[src/rtl/beam_pkg.sv]
// Shared types and default sizing for the bounded-beam feeder.
package beam_pkg;

    localparam int DATA_W_DEF        = 32;
    localparam int TAG_W_DEF         = 16;
    localparam int COUNT_W_DEF       = 16;
    localparam int EVICT_TIMEOUT_DEF = 15;

    typedef enum logic [2:0] {
        IDLE,
        DECIDE,
        DEQ,
        WAIT_EV,
        ENQ,
        SETTLE
    } beam_state_t;

endpackage

[src/rtl/beam_feeder_if.sv]
// Candidate stream, checked_queue link, evict report and statistics.
interface beam_feeder_if
    import beam_pkg::*;
#(
    parameter int DATA_WIDTH  = DATA_W_DEF,
    parameter int TAG_WIDTH   = TAG_W_DEF,
    parameter int COUNT_WIDTH = COUNT_W_DEF
);
    logic                   cand_valid_in;
    logic [DATA_WIDTH-1:0]  cand_data_in;
    logic [TAG_WIDTH-1:0]   cand_tag_in;
    logic                   cand_ready_out;

    logic                   q_full_in;
    logic [TAG_WIDTH-1:0]   q_max_tag_in;
    logic                   q_valid_in;
    logic [DATA_WIDTH-1:0]  q_data_in;
    logic [TAG_WIDTH-1:0]   q_tag_in;
    logic                   q_enq_out;
    logic [DATA_WIDTH-1:0]  q_enq_data_out;
    logic [TAG_WIDTH-1:0]   q_enq_tag_out;
    logic                   q_deq_largest_out;

    logic                   evict_valid_out;
    logic [DATA_WIDTH-1:0]  evict_data_out;
    logic [TAG_WIDTH-1:0]   evict_tag_out;

    logic [COUNT_WIDTH-1:0] accepted_count_out;
    logic [COUNT_WIDTH-1:0] evicted_count_out;
    logic [COUNT_WIDTH-1:0] dropped_count_out;
    logic                   error_out;

    modport slave (
        input  cand_valid_in, cand_data_in, cand_tag_in,
        output cand_ready_out,
        input  q_full_in, q_max_tag_in, q_valid_in,
        input  q_data_in, q_tag_in,
        output q_enq_out, q_enq_data_out, q_enq_tag_out,
        output q_deq_largest_out,
        output evict_valid_out, evict_data_out, evict_tag_out,
        output accepted_count_out, evicted_count_out,
        output dropped_count_out, error_out
    );

    modport master (
        output cand_valid_in, cand_data_in, cand_tag_in,
        input  cand_ready_out,
        output q_full_in, q_max_tag_in, q_valid_in,
        output q_data_in, q_tag_in,
        input  q_enq_out, q_enq_data_out, q_enq_tag_out,
        input  q_deq_largest_out,
        input  evict_valid_out, evict_data_out, evict_tag_out,
        input  accepted_count_out, evicted_count_out,
        input  dropped_count_out, error_out
    );

endinterface

[src/rtl/sat_counter.sv]
// Event counter that sticks at all-ones instead of wrapping.
module sat_counter #(
    parameter int WIDTH = 16
) (
    input  logic             clk_in,
    input  logic             rst_in,
    input  logic             inc_in,
    output logic [WIDTH-1:0] count_out
);
    localparam logic [WIDTH-1:0] ONE = WIDTH'(1);

    always_ff @(posedge clk_in) begin
        if (rst_in) begin
            count_out <= '0;
        end else if (inc_in && count_out != '1) begin
            count_out <= count_out + ONE;
        end
    end

endmodule

[src/rtl/beam_feeder.sv]
// Bounded-beam insertion front end for checked_queue.
module beam_feeder
    import beam_pkg::*;
#(
    parameter int DATA_WIDTH    = DATA_W_DEF,
    parameter int TAG_WIDTH     = TAG_W_DEF,
    parameter int COUNT_WIDTH   = COUNT_W_DEF,
    parameter int EVICT_TIMEOUT = EVICT_TIMEOUT_DEF
) (
    input logic          clk_in,
    input logic          rst_in,
    beam_feeder_if.slave bus
);
    localparam int TMO_W = $clog2(EVICT_TIMEOUT + 1);
    localparam logic [TMO_W-1:0] TMO_LAST = TMO_W'(EVICT_TIMEOUT - 1);
    localparam logic [TMO_W-1:0] TMO_ONE  = TMO_W'(1);

    beam_state_t           state_q, state_d;
    logic [DATA_WIDTH-1:0] hold_data_q;
    logic [TAG_WIDTH-1:0]  hold_tag_q;
    logic [TMO_W-1:0]      tmo_q;
    logic                  ev_valid_q;
    logic [DATA_WIDTH-1:0] ev_data_q;
    logic [TAG_WIDTH-1:0]  ev_tag_q;
    logic                  error_q;

    logic acc_inc, ev_inc, drop_inc, ev_cap, timeout;

    always_comb begin
        state_d  = state_q;
        acc_inc  = 1'b0;
        ev_inc   = 1'b0;
        drop_inc = 1'b0;
        ev_cap   = 1'b0;
        timeout  = 1'b0;
        unique case (state_q)
            IDLE: if (bus.cand_valid_in) state_d = DECIDE;
            DECIDE: begin
                // ties drop so the older entry survives
                if (!bus.q_full_in) begin
                    state_d = ENQ;
                end else if (hold_tag_q < bus.q_max_tag_in) begin
                    state_d = DEQ;
                end else begin
                    drop_inc = 1'b1;
                    state_d  = IDLE;
                end
            end
            DEQ: state_d = WAIT_EV;
            WAIT_EV: begin
                if (bus.q_valid_in) begin
                    ev_cap  = 1'b1;
                    ev_inc  = 1'b1;
                    state_d = ENQ;
                end else if (tmo_q == TMO_LAST) begin
                    timeout  = 1'b1;
                    drop_inc = 1'b1;
                    state_d  = IDLE;
                end
            end
            ENQ: begin
                acc_inc = 1'b1;
                state_d = SETTLE;
            end
            SETTLE: state_d = IDLE;
            default: state_d = IDLE;
        endcase
    end

    always_ff @(posedge clk_in) begin
        if (rst_in) begin
            state_q     <= IDLE;
            hold_data_q <= '0;
            hold_tag_q  <= '0;
            tmo_q       <= '0;
            ev_valid_q  <= 1'b0;
            ev_data_q   <= '0;
            ev_tag_q    <= '0;
            error_q     <= 1'b0;
        end else begin
            state_q    <= state_d;
            ev_valid_q <= ev_cap;
            if (state_q == IDLE && bus.cand_valid_in) begin
                hold_data_q <= bus.cand_data_in;
                hold_tag_q  <= bus.cand_tag_in;
            end
            if (state_q == DEQ) begin
                tmo_q <= '0;
            end else if (state_q == WAIT_EV) begin
                tmo_q <= tmo_q + TMO_ONE;
            end
            if (ev_cap) begin
                ev_data_q <= bus.q_data_in;
                ev_tag_q  <= bus.q_tag_in;
            end
            if (timeout) error_q <= 1'b1;
        end
    end

    assign bus.cand_ready_out    = (state_q == IDLE);
    assign bus.q_enq_out         = (state_q == ENQ);
    assign bus.q_deq_largest_out = (state_q == DEQ);
    assign bus.q_enq_data_out    = hold_data_q;
    assign bus.q_enq_tag_out     = hold_tag_q;
    assign bus.evict_valid_out   = ev_valid_q;
    assign bus.evict_data_out    = ev_data_q;
    assign bus.evict_tag_out     = ev_tag_q;
    assign bus.error_out         = error_q;

    sat_counter #(.WIDTH(COUNT_WIDTH)) u_acc (
        .clk_in(clk_in), .rst_in(rst_in),
        .inc_in(acc_inc), .count_out(bus.accepted_count_out)
    );
    sat_counter #(.WIDTH(COUNT_WIDTH)) u_ev (
        .clk_in(clk_in), .rst_in(rst_in),
        .inc_in(ev_inc), .count_out(bus.evicted_count_out)
    );
    sat_counter #(.WIDTH(COUNT_WIDTH)) u_drop (
        .clk_in(clk_in), .rst_in(rst_in),
        .inc_in(drop_inc), .count_out(bus.dropped_count_out)
    );

endmodule

[src/flat_wrapper.sv]
// flat-port wrapper written by rule: the top's interface ports become plain ports
module beam_feeder_flat import beam_pkg::*;
#(
    parameter int DATA_WIDTH    = DATA_W_DEF,
    parameter int TAG_WIDTH     = TAG_W_DEF,
    parameter int COUNT_WIDTH   = COUNT_W_DEF,
    parameter int EVICT_TIMEOUT = EVICT_TIMEOUT_DEF
)
  (clk_in, rst_in, bus_cand_valid_in, bus_cand_data_in, bus_cand_tag_in, bus_cand_ready_out, bus_q_full_in, bus_q_max_tag_in, bus_q_valid_in, bus_q_data_in, bus_q_tag_in, bus_q_enq_out, bus_q_enq_data_out, bus_q_enq_tag_out, bus_q_deq_largest_out, bus_evict_valid_out, bus_evict_data_out, bus_evict_tag_out, bus_accepted_count_out, bus_evicted_count_out, bus_dropped_count_out, bus_error_out);
  beam_feeder_if #(.DATA_WIDTH(DATA_WIDTH), .TAG_WIDTH(TAG_WIDTH), .COUNT_WIDTH(COUNT_WIDTH)) bus_i ();
  input logic clk_in;
  input logic rst_in;
  input wire logic [$bits(bus_i.cand_valid_in)-1:0] bus_cand_valid_in;
  input wire logic [$bits(bus_i.cand_data_in)-1:0] bus_cand_data_in;
  input wire logic [$bits(bus_i.cand_tag_in)-1:0] bus_cand_tag_in;
  output wire logic [$bits(bus_i.cand_ready_out)-1:0] bus_cand_ready_out;
  input wire logic [$bits(bus_i.q_full_in)-1:0] bus_q_full_in;
  input wire logic [$bits(bus_i.q_max_tag_in)-1:0] bus_q_max_tag_in;
  input wire logic [$bits(bus_i.q_valid_in)-1:0] bus_q_valid_in;
  input wire logic [$bits(bus_i.q_data_in)-1:0] bus_q_data_in;
  input wire logic [$bits(bus_i.q_tag_in)-1:0] bus_q_tag_in;
  output wire logic [$bits(bus_i.q_enq_out)-1:0] bus_q_enq_out;
  output wire logic [$bits(bus_i.q_enq_data_out)-1:0] bus_q_enq_data_out;
  output wire logic [$bits(bus_i.q_enq_tag_out)-1:0] bus_q_enq_tag_out;
  output wire logic [$bits(bus_i.q_deq_largest_out)-1:0] bus_q_deq_largest_out;
  output wire logic [$bits(bus_i.evict_valid_out)-1:0] bus_evict_valid_out;
  output wire logic [$bits(bus_i.evict_data_out)-1:0] bus_evict_data_out;
  output wire logic [$bits(bus_i.evict_tag_out)-1:0] bus_evict_tag_out;
  output wire logic [$bits(bus_i.accepted_count_out)-1:0] bus_accepted_count_out;
  output wire logic [$bits(bus_i.evicted_count_out)-1:0] bus_evicted_count_out;
  output wire logic [$bits(bus_i.dropped_count_out)-1:0] bus_dropped_count_out;
  output wire logic [$bits(bus_i.error_out)-1:0] bus_error_out;
  assign bus_i.cand_valid_in = bus_cand_valid_in;
  assign bus_i.cand_data_in = bus_cand_data_in;
  assign bus_i.cand_tag_in = bus_cand_tag_in;
  assign bus_cand_ready_out = bus_i.cand_ready_out;
  assign bus_i.q_full_in = bus_q_full_in;
  assign bus_i.q_max_tag_in = bus_q_max_tag_in;
  assign bus_i.q_valid_in = bus_q_valid_in;
  assign bus_i.q_data_in = bus_q_data_in;
  assign bus_i.q_tag_in = bus_q_tag_in;
  assign bus_q_enq_out = bus_i.q_enq_out;
  assign bus_q_enq_data_out = bus_i.q_enq_data_out;
  assign bus_q_enq_tag_out = bus_i.q_enq_tag_out;
  assign bus_q_deq_largest_out = bus_i.q_deq_largest_out;
  assign bus_evict_valid_out = bus_i.evict_valid_out;
  assign bus_evict_data_out = bus_i.evict_data_out;
  assign bus_evict_tag_out = bus_i.evict_tag_out;
  assign bus_accepted_count_out = bus_i.accepted_count_out;
  assign bus_evicted_count_out = bus_i.evicted_count_out;
  assign bus_dropped_count_out = bus_i.dropped_count_out;
  assign bus_error_out = bus_i.error_out;
  beam_feeder #(.DATA_WIDTH(DATA_WIDTH), .TAG_WIDTH(TAG_WIDTH), .COUNT_WIDTH(COUNT_WIDTH), .EVICT_TIMEOUT(EVICT_TIMEOUT)) u_core (.clk_in(clk_in), .rst_in(rst_in), .bus(bus_i));
endmodule
[config.mk]
export PLATFORM = sky130hd
export DESIGN_NAME = beam_feeder_flat
export DESIGN_NICKNAME = d
export VERILOG_FILES = /design/src/rtl/beam_pkg.sv /design/src/rtl/beam_feeder_if.sv /design/src/rtl/sat_counter.sv /design/src/rtl/beam_feeder.sv /design/src/flat_wrapper.sv
export SDC_FILE = /design/constraint.sdc
export NUM_CORES = 1
export LEC_CHECK = 0
export CORE_MARGIN = 10
export CORE_UTILIZATION = 43
export CTS_CLUSTER_SIZE = 24
export DETAILED_ROUTE_END_ITERATION = 7
export PLACE_DENSITY = 0.81
export SLEW_MARGIN = 20
export SYNTH_ARGS = -nofsm -noshare
export SYNTH_HDL_FRONTEND = slang
export SYNTH_SLANG_ARGS = --single-unit
[constraint.sdc]
create_clock -name clk_in -period 2.55 [get_ports clk_in]
set_input_delay 0.255 -clock clk_in [delete_from_list [all_inputs] [get_ports clk_in]]
set_output_delay 0.255 -clock clk_in [all_outputs]
set_load 0.005 [all_outputs]
# Word level (Yosys, flattened, before mapping)
# Cells that the tools add are included.
[totals]
regBits = 153
inputBits = 117
output_inout_bits = 149
[classes]
n_addsub = 4
order_cmp = 1
eq_ne = 10
n_mux = 15
reduce_logical = 7
[ops]
columns = ["cell", "n"]
rows = [
  ["$add 16x1->16 const B", 3],
  ["$ne 16x16->1 const B", 3],
  ["$lt 16x16->1", 1],
  ["$pmux 3 s5", 1],
  ["$mux 3", 4],
  ["$mux 1", 8],
  ["$eq 3x2->1 const B", 2],
  ["$add 4x1->4 const B", 1],
  ["$eq 4x4->1 const B", 1],
  ["$logic_and 1x1->1", 4],
  ["$eq 3x1->1 const B", 1],
  ["$eq 3x3->1 const B", 1],
  ["$logic_not 3->1", 1],
  ["$ne 3x2->1 const B", 1],
  ["$mux 2", 1],
  ["$ne 2x2->1 const B", 1],
  ["$pmux 1 s2", 1],
  ["$reduce_and 2->1", 1],
  ["$reduce_or 2->1", 1],
]

# Logic depth before layout (Yosys ltp)
# Gate-level depths: netlist (run 1).
[depth]
word_depth = 5
mapped_depth = 10

# By module
# Synthesis (run 1) repeated with hierarchy kept, for this count alone.
[hier_totals]
cells_unflattened = 828
hier_area_um2 = 6676.4
[by_module_without_submodules]
columns = ["mod", "instances", "cells_per_inst", "area_each_um2", "seq_area_each_um2"]
rows = [
  ["beam_feeder", 1, 531, 4131.5, 2102.0],
  ["sat_counter", 3, 99, 848.3, 320.3],
]

# Least setup slack after synthesis (run 1)
# Ideal clock, no wire load.
[synth_path]
kind = "register to register"
from = "reg u_core.hold_tag_q[9] (netlist: u_core.bus.q_enq_tag_out[9])"
to = "reg u_core.u_drop.count_out[5]"
setup_time_ns = 0.115
arrival_ns = 1.992
t_required_ns = 2.435
setup_slack_ns = 0.443
stages_incl_launch_ff = 10
n_path_buf = 1
cell_sequence = "dfxtp_1 ha_1 a21oi_1 nor2_1 a311oi_1 a41oi_2 o21ai_2 buf_4 nor4_1 o21ba_2"
[synth_between]
elab_chain_len = 5
[synth_lines]
columns = ["item", "line_no", "source"]
rows = [
  ["from (decl)", "beam_feeder.sv:20", "logic [TAG_WIDTH-1:0] hold_tag_q;"],
  ["from (signal assigned)", "beam_feeder.sv:85", "hold_tag_q <= bus.cand_tag_in;"],
  ["$lt 16x16->1", "beam_feeder.sv:42", "end else if (hold_tag_q < bus.q_max_tag_in) begin"],
  ["$mux 1", "beam_feeder.sv:42", ""],
  ["$mux 1", "beam_feeder.sv:40", "if (!bus.q_full_in) begin"],
  ["$pmux 1 s2", "beam_feeder.sv:36", "unique case (state_q)"],
  ["$logic_and 1x1->1", "sat_counter.sv:15", "end else if (inc_in && count_out != '1) begin"],
  ["to (signal assigned)", "sat_counter.sv:16", "count_out <= count_out + ONE;"],
  ["to (decl)", "sat_counter.sv:8", "output logic [WIDTH-1:0] count_out"],
]
# No other way between the ends.
# A chain may end at the register's enable or synchronous reset.

# Worst setup path in the final report (run 1)
[layout_path]
from = "reg u_core.hold_tag_q[13] (netlist: u_core.bus.q_enq_tag_out[13])"
to = "reg u_core.u_drop.count_out[1]"
# The elaborated chain is that of the path after synthesis.

==> run metrics, run 1 <==
status=completed; vias in the first global route=6014; Remaining DRCs=0; # IOs=266; CTS max path bufs=2; setup slack at placement=-0.209 ns; CTS tree=built; Avg Inst Size Synth=8.02 um2; Most common cell on crit path=nor2_1; IO buf count=265; peak supply drop=382 uV; GP Congestion=0.858; Fillers=1189; WL/cell=16.3 um; Final Skew=0.00793 ns; Initial Util=0.435; via count=6239; Pleak=3.50 nW; Die X=141 um; Mapped Cells=780; first-pass GRT wire length=31800 um; DP HPWL=15000 um; sequential share of the synthesized area=0.490; FF+latch count, synth=153; DRT Pass-1 Iters=4; Fmax=420 MHz; Final Hold Vio Count=0; period utilization=0.933; DP Cell Count=1206; Synth Cell Area=6250 um2; Setup-failing EPs final=0; Worst path max stage delay=0.48 ns; Mapped Nets=917; die area=19800 um2; total clock buffers created by CTS=17; Post-synth EDFFs=0; actual slew at the worst max-slew pin=0.555 ns; max-cap violations=0; initial antenna violation count=0; GRT Overall Usage=0.197; fin. max-slew vios=0; Total Neg Setup Slack=0 ns; core region area=14400 um2; worst path cell trace=ha_1 -> nand4_1 -> nor2_1 -> a311oi_1 -> a41oi_4 -> o21ai_2 -> buf_4 -> mux2i_1 -> nor2_1; Crit Path Class=flop to flop; FP Rows=44; Worst-Skew Late Latency=0.42 ns; diode count=0; yosys warns=0; total gr overflow=0; layout net count=1178; H-tree levels=4; cell family with most CP delay=compound AO/OA/AOI/OAI gates; slowest CP cell=a311oi_1; crit end category=flop; Startpoint Class=flop; # clock sinks=153; DR vias/cell=5.04; Async SR Flop Fraction=0; Hold Crit Class=primary input to flop; worst path bufs/invs=1; Root Driver=clkbuf_16; initial drt markers=256; largest net degree at the start of global routing=78; slack of the critical path=0.171 ns; CP max FO=12; Worst slew margin=0.630; PD cells=589 nW/um2; Finished Layout Cells=1238; layout cells sized above 1=0.0550; Clock transition at path regs=0.06 ns; worst path arrival time=2.66 ns; RSZ-0062 raised after global routing=no; Pwr Total=5.74 mW; Req. time, crit path=2.83 ns; DIE HEIGHT=141 um; prevailing post-synth register cell=dfxtp_1; Area growth, synth to finish=55.8%; Routed WL=20200 um; Post-DRT Antenna Nets=0; Yosys cell types=46; min Tclk post-route=2.38 ns
==> stage by stage <==
step | cell area [um2] | utilization | hold WS, ns
final | 9750 | 0.678 | 0.308
after global routing | 9750 | 0.678 | 0.322
after CTS | 9740 | 0.678 | 0.296
after detailed placement | 9130 | 0.635 | 0.446
after global placement | 9130 | 0.635 | 0.441
after floorplan | 6250 | - | 0.391
==> cells in the mapped netlist, types with 3 or more instances <==
cell type,number,share of area
nand2_1,214,0.13
dfxtp_1,153,0.49
a21oi_1,123,0.098
nor2_1,53,0.032
clkbuf_1,31,0.019
inv_1,23,0.014
o21ai_0,22,0.018
ha_1,20,0.040
or3_1,19,0.019
nand3_1,17,0.014
xor2_1,16,0.022
nand4_1,14,0.014
xnor2_1,11,0.015
and3_1,8,0.0080
nor3_1,7,0.0056
and4_1,5,0.0070
buf_1,5,0.0030
mux2i_1,3,0.0048
==> kinds of logic (layout without fill, tap and decap cells) <==
group / after synthesis / after routing / share of synthesized area
simple gates: 354 / 354 / 0.249
mux: 3 / 3 / 0.00480
fa+ha+maj: 20 / 20 / 0.0400
compound gates: 161 / 161 / 0.140
flops: 153 / 153 / 0.490
buf+inv: 62 / 336 / 0.0382
xor+xnor: 27 / 27 / 0.0378
==> registers in the layout, summed over array words and instances, names as in the netlist <==
signal and flops:
u_core.u_acc.count_out 16, u_core.bus.evict_valid_out 1, u_core.bus.error_out 1, u_core.state_q 3, u_core.u_drop.count_out 16, u_core.tmo_q 4
u_core.bus.evict_tag_out 16, u_core.bus.q_enq_data_out 32, u_core.bus.evict_data_out 32, u_core.bus.q_enq_tag_out 16, u_core.u_ev.count_out 16
==> metal layers <==
metal | GRT usage | wire length (um)
met3 | 0.0873 | 1960
met5 | 0 | 0
met4 | 0.0690 | 463
met2 | 0.315 | 9400
met1 | 0.229 | 8390
==> power breakdown <==
part	switching [mW]	internal, mW	total (mW)
clock network	0.986	1.59	2.58
logic	0.277	0.375	0.652
registers	0.0478	2.46	2.51
total	1.31	4.43	5.74
==> layout by cell type, fill, tap and decap left out, drive strengths merged, types with 3 or more instances in the layout <==
master,instances
or3,19
and4,5
xor2,16
nand4,14
nor3,8
nand2,215
clkdlybuf4s50,264
nor2,53
inv,23
xnor2,11
o21ai,24
bufinv,3
a21oi,123
mux2i,3
dfxtp,153
and3,8
nand3,18
ha,20
clkinv,6
nor3b,3
buf,17
clkbuf,21
==> cell type report <==
| type | instances | area [um2] | area share |
|---|---|---|---|
| Multi-Input combinational cell | 565 | 2970 | 0.304 |
| Clock inverter | 11 | 146 | 0.0150 |
| Inverter | 23 | 86.3 | 0.00886 |
| Clock buffer | 21 | 460 | 0.0472 |
| Sequential cell | 153 | 3060 | 0.314 |
| Tap cell | 184 | 230 | 0.0236 |
| Timing Repair Buffer | 281 | 2800 | 0.287 |
==> what timing repair did <==
item                                    in CTS  in global routing
gates resized for setup                      0                  1
buffers inserted                             0                  0
hold buffers                                 0                  0
endpoints found under the setup margin       0                  4
endpoints found under the hold margin        0                  0
==> worst paths after layout <==
path | to | from | cells after the start | slack (ns)
worst max register to register | u_core.u_drop.count_out[1] | u_core.bus.q_enq_tag_out[13] | 9 | 0.17
worst min-delay path | u_core.u_acc.count_out[14] | rst_in | 2 | 0.31
worst max-delay path | u_core.u_drop.count_out[1] | u_core.bus.q_enq_tag_out[13] | 9 | 0.17
worst min register to register | u_core.bus.evict_tag_out[4] | u_core.bus.evict_tag_out[4] | 2 | 0.45
Note: power is estimated with default switching activity, not from simulation.
==> inputs of run 2 (changes only) <==
Settings changed: CORE_MARGIN 10 to not set.
Clock period 2.55 ns to 2.34 ns, I/O delays scaled along.
==> run 2 against run 1 <==
  * First-iteration DRC count is 22% higher
  * Count of clock-buffer cells in the layout is 2 lower
  * Clock skew is 0.0015 ns lower
  * Combinational power is 15% higher
==> run metrics, run 2 (same netlist as run 1, synthesis figures left out) <==
status=completed; GP Congestion=0.874; placed instance area=9190 um2; total clock buffers created by CTS=17; PD cells=631 nW/um2; # IOs=266; period utilization=0.995; Req. time, crit path=2.69 ns; IO buf count=265; min Tclk post-route=2.33 ns; setup slack at placement=-0.406 ns; commonest non-fill, non-tap cell in the layout=clkdlybuf4s50_1; DRT Pass-1 Iters=5; worst path arrival time=2.67 ns; Crit Path Class=flop to flop; initial drt markers=313; # hold bufs at CTS=0; DIE HEIGHT=123 um; CP max FO=8; Die X=123 um; Pwr Total=6.32 mW; FP Rows=43; Worst-Skew Late Latency=0.41 ns; core region area=14000 um2; Worst slew margin=0.646; fin. max-slew vios=0; via count=6317; layout cells sized above 1=0.0859; Total Neg Setup Slack=0 ns; total gr overflow=0; Startpoint Class=flop; Post-DRT Antenna Nets=0; RSZ-0062 raised after global routing=yes; Final Skew=0.00642 ns; DR vias/cell=5.09; WHS=0.281 ns; Finished Layout Cells=1240; Final Util=0.713; CTS max path bufs=2; Setup-failing EPs final=0; Fmax=429 MHz; Root Driver=clkbuf_16; Area growth, synth to finish=60.1%; DP HPWL=13300 um; Final Hold Vio Count=0; # clock sinks=153; Initial Util=0.445; H-tree levels=4; max-cap violations=0; largest net degree at the start of global routing=50; DP Cell Count=1206; slack of the critical path=0.0117 ns; Clock transition at path regs=0.06 ns; Final Cell Area=10000 um2; actual slew at the worst max-slew pin=0.532 ns; vias in the first global route=5868; GRT Overall Usage=0.242; commonest non-fill, non-tap cells in the layout=264 x clkdlybuf4s50_1, 214 x nand2_1, 146 x dfxtp_1; CTS tree=built; WL/cell=15.2 um; peak supply drop=436 uV; Hold Crit Class=primary input to flop; initial antenna violation count=1; crit end category=flop; layout net count=1184; Pleak=3.57 nW; Remaining DRCs=0; first-pass GRT wire length=28300 um; die area=15000 um2; Routed WL=18800 um
-- run 2: power breakdown --
part           internal (mW)  total [mW]  switching [mW]
Combinational          0.437       0.750           0.313
Sequential              2.68        2.74          0.0593
Clock                   1.78        2.83            1.05
-- run 2: critical path, cell delays in order, from the launching register on --
cell	delay [ns]
dfxtp_4	0.36
ha_4	0.26
nand4_1	0.18
nor2_1	0.18
a311oi_2	0.15
a41oi_2	0.28
o21ai_2	0.15
buf_12	0.15
or4_4	0.42
a21oi_2	0.13
-- run 2: final cells by class --
type	count	area [um2]
clock inverter	12	174
inverter	23	86.3
tap	180	225
antenna	1	2.50
fill	1090	4030
multi-input combinational	565	3120
clock buffer	19	433
timing repair buffer	287	2900
sequential	153	3070
-- run 2: metal layers --
layer / routed length, um / GRT usage / share of wire
met5: 0 / 0 / 0
met4: 442 / 0.103 / 0.023
met3: 1540 / 0.0827 / 0.082
met2: 9130 / 0.414 / 0.49
met1: 7700 / 0.271 / 0.41
-- run 2: path summary, 6_finish.rpt --
kind         cells after the start                          end                         start  slack (ns)
max                              9  u_core.u_drop.count_out[15]  u_core.bus.q_enq_tag_out[14]        0.01
min                              2    u_core.u_acc.count_out[5]                        rst_in        0.28
max reg2reg                      9  u_core.u_drop.count_out[15]  u_core.bus.q_enq_tag_out[14]        0.01
min reg2reg                      2  u_core.bus.evict_tag_out[4]   u_core.bus.evict_tag_out[4]        0.45
-- run 2: what timing repair did --
action	in CTS	in global routing
gates resized for setup	0	33
hold endpoints to repair	0	0
gates cloned	0	1
pin swaps	1	20
setup endpoints to repair	1	11
buffers inserted	0	1
==> inputs of run 3 (changes only) <==
--- a/config.mk
+++ b/config.mk
@@ -9,4 +9,5 @@
 export CTS_CLUSTER_SIZE = 24
 export DETAILED_ROUTE_END_ITERATION = 7
+export GPL_TIMING_DRIVEN = 0
 export PLACE_DENSITY = 0.81
 export SLEW_MARGIN = 20
==> constraint.sdc (replaced) <==
create_clock -name clk_in -period 2.34 [get_ports clk_in]
set_input_delay 0.234 -clock clk_in [delete_from_list [all_inputs] [get_ports clk_in]]
set_output_delay 0.234 -clock clk_in [all_outputs]
set_load 0.1 [all_outputs]
==> run 3 against run 2 <==
  * Global-route usage increased by 1.8 points
  * Cell count increased by 1.6%
  * Sequential power about the same
  * Combinational power increased by 71%
  * Via count increased by 2.5%
  * Die area unchanged
  * Clock skew increased by 0.0036 ns
  * Critical path depth unchanged
  * Critical path type unchanged
  * Critical endpoint is now u_core.u_drop.count_out[9]
  * Largest cell class is now sequential cells
==> run metrics, run 3 (same netlist as run 1, synthesis figures left out) <==
Remaining DRCs=0; fin. max-slew vios=0; Pleak=3.51 nW; M3 GR Usage=0.0943; Routed WL=19600 um; Worst slew margin=0.283; sw power=2.02 mW; commonest non-fill, non-tap cell in the layout=clkdlybuf4s50_1; DP HPWL=14500 um; total gr overflow=0; Crit Path Class=flop to flop; RSZ-0062 raised after global routing=yes; GRT Overall Usage=0.260; Fmax=436 MHz; met2 GRT Util=0.438; # clock sinks=153; layout net count=1204; crit end category=flop; clock share of power=0.396; Clock transition at path regs=0.06 ns; CP max FO=6; status=completed; Reg power frac=0.412; # hold bufs at CTS=0; Pwr Total=6.66 mW; min Tclk post-route=2.29 ns; Req. time, crit path=2.68 ns; H-tree levels=4; total clock buffers created by CTS=17; DIE HEIGHT=123 um; vias in the first global route=6161; Initial Util=0.445; actual slew at the worst max-slew pin=1.07 ns; placed instance area=9220 um2; Total Neg Setup Slack=0 ns; Worst-Skew Late Latency=0.42 ns; CTS max path bufs=2; layout cells sized above 1=0.0944; # IOs=266; WL/cell=15.6 um; switching share of power=0.303; DR vias/cell=5.14; Hold Crit Class=primary input to flop; Final Skew=0.0100 ns; Area growth, synth to finish=58.4%; core region area=14000 um2; peak supply drop=559 uV; Post-DRT Antenna Nets=0; FP Rows=43; largest net degree at the start of global routing=17; commonest non-fill, non-tap cells in the layout=261 x clkdlybuf4s50_1, 214 x nand2_1, 120 x a21oi_1; power share of the combinational group=0.192; GR peak layer=met2; initial drt markers=298; die area=15000 um2; Setup-failing EPs final=0; DRT Pass-1 Iters=5; met1 GRT Util=0.293; Final Cell Area=9910 um2; IO buf count=264; period utilization=0.980; PD cells=672 nW/um2; WHS=0.360 ns; Hold Crit Depth=3; Startpoint Class=flop; Root Driver=clkbuf_16; initial antenna violation count=0; diode count=0; GP Congestion=0.848; first-pass GRT wire length=30300 um; via count=6478; Final Hold Vio Count=0; Reg2Reg Depth=9; Die X=123 um; max-cap violations=0; worst path arrival time=2.63 ns; Pint=4.64 mW; CTS tree=built
run 3: worst paths after layout:
check	from	end	slack, ns
max	u_core.bus.q_enq_tag_out[15]	u_core.u_drop.count_out[9]	0.05
min	bus_cand_tag_in[3]	u_core.bus.q_enq_tag_out[3]	0.36
max reg2reg	u_core.bus.q_enq_tag_out[15]	u_core.u_drop.count_out[9]	0.05
min reg2reg	u_core.bus.evict_tag_out[15]	u_core.bus.evict_tag_out[15]	0.45
run 3: worst max-delay path, cell delays in order (launching register included):
cell,delay [ns]
dfxtp_4,0.35
ha_1,0.28
nand4_1,0.17
nor2_1,0.16
a311oi_2,0.16
a41oi_4,0.32
o21ai_4,0.12
buf_4,0.16
or3_1,0.37
a21oi_2,0.13
run 3: timing repair:
item	CTS	global route
cloned	0	1
gates resized for setup	10	16
endpoints found under the setup margin	16	28
setup buffers	3	1
pin swaps	2	13
run 3: stage by stage:
| step | util | setup slack [ns] | instances |
|---|---|---|---|
| 5_1_grt | 0.706 | -0.0341 | 1260 |
| 3_5_place_dp | 0.657 | -0.577 | 1224 |
| 3_3_place_gp | 0.657 | -0.524 | 1224 |
| 4_1_cts | 0.700 | 0.00857 | 1259 |
| 2_1_floorplan | - | -0.318 | 780 |
| 6_report | 0.706 | 0.0473 | 1260 |
run 3: area by class of cell:
class / count / area, um2
flip-flops and latches: 153 / 3130
clock buffers: 22 / 474
multi-input cells: 565 / 3060
repair buffers: 269 / 2690
clock inverters: 10 / 92.6
plain buffers: 38 / 159
inverters: 23 / 86.3
fillers: 1135 / 4130
well taps: 180 / 225
run 3: layer usage:
metal | routed length [um] | share of wire
met1 | 7970 | 0.41
met2 | 9420 | 0.48
met3 | 1660 | 0.084
met4 | 592 | 0.030
met5 | 0 | 0
run 3: power by group through the flow:
stage	clock (mW)	sequential, mW	combinational (mW)
after floorplan	0	3.31	0.302
after global placement	0	2.79	1.26
after detailed placement	0	2.80	1.26
after CTS	2.67	2.74	1.27
after global routing	2.78	2.75	1.35
final	2.64	2.74	1.28
